--- config.mk ---
export PLATFORM = sky130hd
export DESIGN_NAME = fifo_wr_arb
export DESIGN_NICKNAME = d
export VERILOG_FILES = /design/src/rtl/fifo_wr_arb.sv
export SDC_FILE = /design/constraint.sdc
export NUM_CORES = 1
export LEC_CHECK = 0
export CAP_MARGIN = 25
export CORE_ASPECT_RATIO = 1.75
export CORE_UTILIZATION = 28
export CTS_BUF_LIST = sky130_fd_sc_hd__clkbuf_8 sky130_fd_sc_hd__clkbuf_16
export DETAILED_ROUTE_END_ITERATION = 7
export GPL_ROUTABILITY_DRIVEN = 1
export PLACE_DENSITY = 0.58
export SYNTH_ARGS = -nofsm -noshare
export SYNTH_HDL_FRONTEND = slang
export SYNTH_SLANG_ARGS = --single-unit
export TNS_END_PERCENT = 5
--- constraint.sdc ---
create_clock -name clk -period 2.2 [get_ports clk]
set_clock_uncertainty 0.15 [all_clocks]
set_input_delay 0.66 -clock clk [delete_from_list [all_inputs] [get_ports clk]]
set_output_delay 0.66 -clock clk [all_outputs]
set_load 0.05 [all_outputs]
--- src/rtl/fifo_wr_arb.sv ---
// fifo_wr_arb: round-robin burst arbiter for one FIFO write port, with FIFO reset sequencing after power-up.
// Define FIFO_WR_ARB_PRIO0_EN to give requester 0 strict priority at arbitration time.
module fifo_wr_arb #(
  parameter int NUM_REQ     = 4,
  parameter int DW          = 9,
  parameter int BURST_MAX   = 16,
  parameter int INIT_CYCLES = 4
) (
  input  logic                  clk,
  input  logic                  rst_n,
  input  logic [NUM_REQ-1:0]    req_valid,
  input  logic [NUM_REQ-1:0]    req_last,
  input  logic [NUM_REQ*DW-1:0] req_data,
  output logic [NUM_REQ-1:0]    req_ready,
  output logic [DW-1:0]         fifo_dia,
  output logic                  fifo_we,
  output logic                  fifo_rst,
  input  logic                  fifo_afull_flag,
  input  logic                  fifo_full_flag,
  output logic [2:0]            grant_id,
  output logic                  busy,
  output logic                  init_done,
  output logic                  ovf_err
);
  typedef enum logic [1:0] {INIT, IDLE, GRANT} state_t;
  state_t state_q, state_d;
  logic [3:0] init_cnt_q, init_cnt_d;
  logic [7:0] beat_cnt_q, beat_cnt_d;
  logic [2:0] grant_id_q, grant_id_d, ptr_q, ptr_d, rr_sel;
  logic [DW-1:0] fifo_dia_q, fifo_dia_d, gnt_data;
  logic fifo_we_q, fifo_we_d, fifo_rst_q, fifo_rst_d;
  logic init_done_q, init_done_d, ovf_err_q, ovf_err_d;
  logic [NUM_REQ-1:0] gnt_oh;
  logic [2*NUM_REQ-1:0] rot;
  logic acc, gnt_last;
  assign gnt_oh    = NUM_REQ'(1) << grant_id_q;
  assign req_ready = (state_q == GRANT && !fifo_afull_flag) ? gnt_oh : '0;
  assign acc       = |(req_valid & req_ready);
  assign gnt_last  = |(req_last & gnt_oh);
  // valids rotated so bit 0 is the requester just after the pointer
  assign rot = {req_valid, req_valid} >> ({1'b0, ptr_q} + 4'd1);
  always_comb begin
    gnt_data = '0;
    for (int i = 0; i < NUM_REQ; i++)
      if (grant_id_q == 3'(i)) gnt_data = req_data[i*DW +: DW];
  end
  always_comb begin
    rr_sel = ptr_q;
    for (int i = NUM_REQ-1; i >= 0; i--)
      if (rot[i]) rr_sel = 3'((int'(ptr_q) + 1 + i) % NUM_REQ);
  end
  always_comb begin
    state_d     = state_q;
    init_cnt_d  = init_cnt_q;
    beat_cnt_d  = beat_cnt_q;
    grant_id_d  = grant_id_q;
    ptr_d       = ptr_q;
    fifo_dia_d  = fifo_dia_q;
    fifo_we_d   = 1'b0;
    fifo_rst_d  = fifo_rst_q;
    init_done_d = init_done_q;
    ovf_err_d   = ovf_err_q | (fifo_we_q & fifo_full_flag);
    case (state_q)
      INIT: begin
        init_cnt_d = init_cnt_q + 4'd1;
        if (init_cnt_q == 4'(INIT_CYCLES-1)) begin
          fifo_rst_d  = 1'b0;
          init_done_d = 1'b1;
          state_d     = IDLE;
        end
      end
      IDLE: if (!fifo_afull_flag && |req_valid) begin
`ifdef FIFO_WR_ARB_PRIO0_EN
        grant_id_d = req_valid[0] ? 3'd0 : rr_sel;
        ptr_d      = req_valid[0] ? ptr_q : rr_sel;
`else
        grant_id_d = rr_sel;
        ptr_d      = rr_sel;
`endif
        beat_cnt_d = '0;
        state_d    = GRANT;
      end
      default: if (acc) begin
        fifo_we_d  = 1'b1;
        fifo_dia_d = gnt_data;
        beat_cnt_d = beat_cnt_q + 8'd1;
        if (gnt_last || beat_cnt_d == 8'(BURST_MAX)) state_d = IDLE;
      end
    endcase
  end
  always_ff @(posedge clk or negedge rst_n) begin
    if (!rst_n) begin
      state_q     <= INIT;
      init_cnt_q  <= '0;
      beat_cnt_q  <= '0;
      grant_id_q  <= 3'(NUM_REQ-1);
      ptr_q       <= 3'(NUM_REQ-1);
      fifo_dia_q  <= '0;
      fifo_we_q   <= 1'b0;
      fifo_rst_q  <= 1'b1;
      init_done_q <= 1'b0;
      ovf_err_q   <= 1'b0;
    end else begin
      state_q     <= state_d;
      init_cnt_q  <= init_cnt_d;
      beat_cnt_q  <= beat_cnt_d;
      grant_id_q  <= grant_id_d;
      ptr_q       <= ptr_d;
      fifo_dia_q  <= fifo_dia_d;
      fifo_we_q   <= fifo_we_d;
      fifo_rst_q  <= fifo_rst_d;
      init_done_q <= init_done_d;
      ovf_err_q   <= ovf_err_d;
    end
  end
  assign fifo_dia  = fifo_dia_q;
  assign fifo_we   = fifo_we_q;
  assign fifo_rst  = fifo_rst_q;
  assign grant_id  = grant_id_q;
  assign busy      = (state_q == GRANT);
  assign init_done = init_done_q;
  assign ovf_err   = ovf_err_q;
endmodule

After elaboration in Yosys (flattened, before gate mapping)
Cells that the tools add are included.
- output and inout port bits: 21
- logic and storage cells: 79
- register bits: 30
- multiplexer cells: 19
- bitwise operators: 10
- $add $sub $neg: 7
- eq/ne operators: 9
- shifts and indexed selects: 2
- reductions and logical operators: 23
- operator list (cell ; number):
    32-bit by 3-bit adder with 32-bit output, second input constant ; 2
    9-bit 2-to-1 mux ; 4
    32-bit by 2-bit adder with 32-bit output, second input constant ; 1
    8-bit 2-to-1 mux ; 2
    8-bit case mux with 2 select lines ; 1
    3-bit 2-to-1 mux ; 4
    4-bit OR reduction ; 3
    2-bit OR reduction ; 5
    3-bit by 1-bit adder with 4-bit output, second input constant ; 2
    8-bit by 1-bit adder with 8-bit output, second input constant ; 1
    4-bit AND ; 2
    8-bit by 5-bit equality test with 1-bit output, second input constant ; 1
    2-bit 2-to-1 mux ; 4
    8-bit by 4-bit right shift with 4-bit output ; 1
    3-bit by 2-bit equality test with 1-bit output, second input constant ; 2
    3-bit AND reduction ; 2
    3-bit nonzero test ; 2
    4-bit by 1-bit adder with 4-bit output, second input constant ; 1
    1-bit AND ; 4
    4-bit by 2-bit equality test with 1-bit output, second input constant ; 1
    4-bit 2-to-1 mux ; 1
    2-bit != test, second input constant ; 2
    2-bit case mux with 2 select lines ; 1
    2-bit AND reduction ; 2
    other kinds (16) ; 19

Longest topological paths before layout
Gate-level depths: netlist of the first run.
- depth in word-level cells: 8
- mapped depth: 8

Worst setup path before layout of the first run
Ideal clock, no wire load.
- kind: register -> output
- start point: reg, netlist name ptr_q[0]
- end point: out req_ready[3]
- required time: 1.390 ns
- buffers on the path: 2
- path slack: -0.568 ns
- data arrival time: 1.958 ns
- stages on the path, launching flop included: 5
- cells stage by stage: dfstp_2 ha_1 clkbuf_1 clkbuf_1 and2_1
- RTL lines (element ; RTL line ; source):
    end, declared ; 14 ; output logic [NUM_REQ-1:0] req_ready,

==> results of run 1 <==
sequential cells by signal (all words and copies together) (netlist names):
name        flops
ptr_q           2
fifo_rst        1
beat_cnt_q      8
ovf_err         1
fifo_dia        9
state_q         2
init_done       1
fifo_we         1
init_cnt_q      4
final timing paths:
| check | end | from | slack [ns] | depth (start not counted) |
|---|---|---|---|---|
| worst max-delay path | req_ready[1] | ptr_q[1] | -0.13 | 5 |
| worst min-delay path | init_done | init_done | 0.32 | 1 |
| worst max register to register | state_q[1] | ptr_q[1] | -0.01 | 7 |
| worst min register to register | init_done | init_done | 0.32 | 1 |
| max in group asynchronous | ptr_q[0] | rst_n | 0.95 | 2 |
| min in group asynchronous | fifo_dia[5] | rst_n | 0.62 | 2 |
per-stage QoR:
step	setup TNS [ns]	total power, mW
6_report	-0.421	4.23
5_1_grt	-0.730	4.49
4_1_cts	-0.507	4.22
3_5_place_dp	-6.23	3.43
3_3_place_gp	-5.84	3.41
2_1_floorplan	-0.499	2.48
report_power, final:
part / leakage (nW) / internal [mW] / total [mW] / switching [mW]
clock network: 0.0799 / 0.478 / 0.706 / 0.229
logic: 0.868 / 1.18 / 2.56 / 1.38
registers: 0.347 / 0.771 / 0.956 / 0.185
cell usage in the layout (no fill, tap or decap), types with 3 or more instances in the layout:
cell type and count:
clkdlybuf4s50_1 42, buf_4 37, dfrtp_1 26, nor2b_1 19, nand2_1 16, a221oi_1 9, o311ai_1 9, o21a_1 9
buf_12 9, nand3_1 6, nor2_1 5, clkbuf_16 5, and2_4 4, or2_2 4, mux2i_1 4, xnor2_1 4
ha_4 4, dlygate4sd2_1 4, a21o_1 3, a22o_1 3, o21ai_0 3, xor2_1 3, nand2b_1 3, nor3_1 3
per-layer routing:
metal	global-route usage, %	vias up	share of wire, %
li1	-	892	-
met1	17.4	869	37
met2	30.5	36	57
met3	3.00	9	3.2
met4	6.97	0	2.6
met5	0	-	0
cells by family (layout without fill, tap and decap cells):
group | Yosys count | in the layout
xor gates and xnor gates | 7 | 7
AOI/OAI and AO/OA | 51 | 51
and+or+nand+nor | 73 | 73
adders and majority gates | 6 | 6
other | 1 | 1
DFF | 29 | 29
buffers and inverters | 16 | 109
muxes | 9 | 9
critical path, delay by kind of cell, from the launching register on:
family | cells | cell delay [ns]
simple gates | 1 | 0.13
fa+ha+maj | 1 | 0.17
flops | 1 | 0.64
buf+inv | 3 | 0.31
repair_timing:
action                     CTS  global route
pin swaps                    2             2
setup endpoints to repair   12             8
gates resized for setup     11            12
buffers inserted             4             1
area by class of cell:
| type | count | area (µm²) |
|---|---|---|
| clock inverter | 1 | 5.00 |
| timing repair buffer | 96 | 962 |
| tap | 82 | 103 |
| multi-input combinational | 147 | 1150 |
| clock buffer | 7 | 153 |
| sequential | 29 | 737 |
| fill | 633 | 3400 |
| inverter | 5 | 31.3 |
==> results.py, run 1 <==
metrics = {
    "pwr": {
        "p_leak_nw": 1.29,
        "ir_drop_mv": 0.786,
        "power.density_nw_per_um2": 1340,
    },
    "routing": {
        "wl_per_cell_um": 14.6,
        "vias": 1806,
        "drc": 0,
        "finalWirelength_mm": 5.36,
        "drtIter0Drc": 49,
        "ant_nets": 0,
        "via_per_inst": 4.92,
        "dr.pass1.iters": 4,
    },
    "synthesis": {
        "synth_compound_area_share_pct": 22.1,
        "yosysSeqAreaShare_pct": 38.7,
        "synth_edf_count": 0,
        "synth_adder_area_share_pct": 3.98,
        "synth_area_leader_cell": "dfrtp_1",
        "synth_cells": 192,
        "syn_area_um2": 1890,
        "yosys_warnings": 0,
        "synthDistinctLibCells": 49,
        "synth_xor_area_share_pct": 3.25,
        "ys_ff_latch": 29,
        "synth_common_cells": "dfrtp_1 (26), nor2b_1 (19), nand2_1 (16)",
        "netlist_top_cells_area": "dfrtp_1 (35%), nor2b_1 (6.3%), dfstp_2 (4.2%)",
        "syn_nets": 246,
        "synth_top_family_by_area": "compound AO/OA/AOI/OAI gates",
        "synth-main-ff-cell": "dfrtp_1",
        "synthMuxAreaShare_pct": 6.10,
        "yosysMostFrequentCell": "dfrtp_1",
        "avgSynthCellArea_um2": 9.82,
        "synth_top_cell_area_share_pct": 34.5,
        "async_reset_ff_share_pct": 100,
        "yosys.area_share.simple_pct": 21.9,
    },
    "critical_path": {
        "crit_path_start_kind": "register",
        "cp_slowest_stage_delay_ns": 0.64,
        "end_kind": "output port",
        "cp_data_required_time_ns": 1.39,
        "worstSetupPathType": "reg -> out",
        "cp_max_fo": 3,
        "cp_data_arrival_time_ns": 1.52,
        "crit_path_cell_trace": "inv_6 > ha_4 > buf_12 > and2_4 > buf_12",
        "crit_slowest_cell": "dfstp_4",
        "path_common_cell": "buf_12",
    },
    "timing": {
        "rsz0062_at_grt": "yes",
        "hold_violations": 0,
        "min_period_over_period_pct": 106,
        "fmax_ghz": 0.428,
        "fin_ws_ns": -0.134,
        "hold_slack_ns": 0.316,
        "fin_crit_ns": 2.33,
        "slew_viol_final": 0,
        "setup_violations": 5,
    },
    "placed_design": {
        "dp.cells": 354,
        "place.gp.congestion": 0.813,
        "numPortBuffers": 67,
        "placed_area_um2": 2930,
        "pre_cts_ws_ns": -0.361,
        "hpwlAfterDp_mm": 4.25,
    },
    "floorplanning": {
        "die_w_um": 64.0,
        "rows": 39,
        "start_util_pct": 28.8,
        "pin_count": 69,
        "dieArea_um2": 7080,
        "die_h_um": 111,
        "coreArea_um2": 6540,
    },
    "clock_network": {
        "clk_root_buffer_cell": "clkbuf_16",
        "clk_path_buf_depth": 2,
        "cts_tree": "done",
        "path_clk_slew_ns": 0.05,
        "htreeDepth": 2,
        "cts_buffers": 5,
        "clock_sinks": 29,
        "clk_latency_ns": 0.27,
        "ctsHoldBuffers": 0,
    },
    "outcome": {
        "violations": "setup timing",
        "status": "complete, but fails checks",
    },
    "cells_and_area": {
        "num_antenna_cells": 0,
        "utilization_pct": 48.1,
        "final_area_um2": 3140,
        "layoutNonFillerInstCount": 367,
        "layout-drive-gt1-share_pct": 29.8,
        "area_growth_pct": 66.7,
        "nets": 338,
    },
    "grt": {
        "grt_pass1_wl_mm": 8.93,
        "antenna_found_initial": 0,
        "grt_max_degree": 30,
        "grt_pass1_vias": 1839,
        "grt_usage_pct": 16.4,
        "grt_overflow_total": 0,
    },
    "min_path": {
        "hold_path_class": "reg -> reg",
    },
    "run": {
        "drv_cap": 0,
    },
}
No activity file was read; power rests on OpenSTA's default activity.
==> run 2: changes to the inputs <==
--- a/config.mk
+++ b/config.mk
@@ -11,6 +11,7 @@
 export CTS_BUF_LIST = sky130_fd_sc_hd__clkbuf_8 sky130_fd_sc_hd__clkbuf_16
 export DETAILED_ROUTE_END_ITERATION = 7
 export GPL_ROUTABILITY_DRIVEN = 1
+export HOLD_SLACK_MARGIN = 0.05
 export PLACE_DENSITY = 0.58
 export SYNTH_ARGS = -nofsm -noshare
 export SYNTH_HDL_FRONTEND = slang
==> results of run 2 <==
Same layout as run 1: the final DEF is identical, and so are final timing and power.
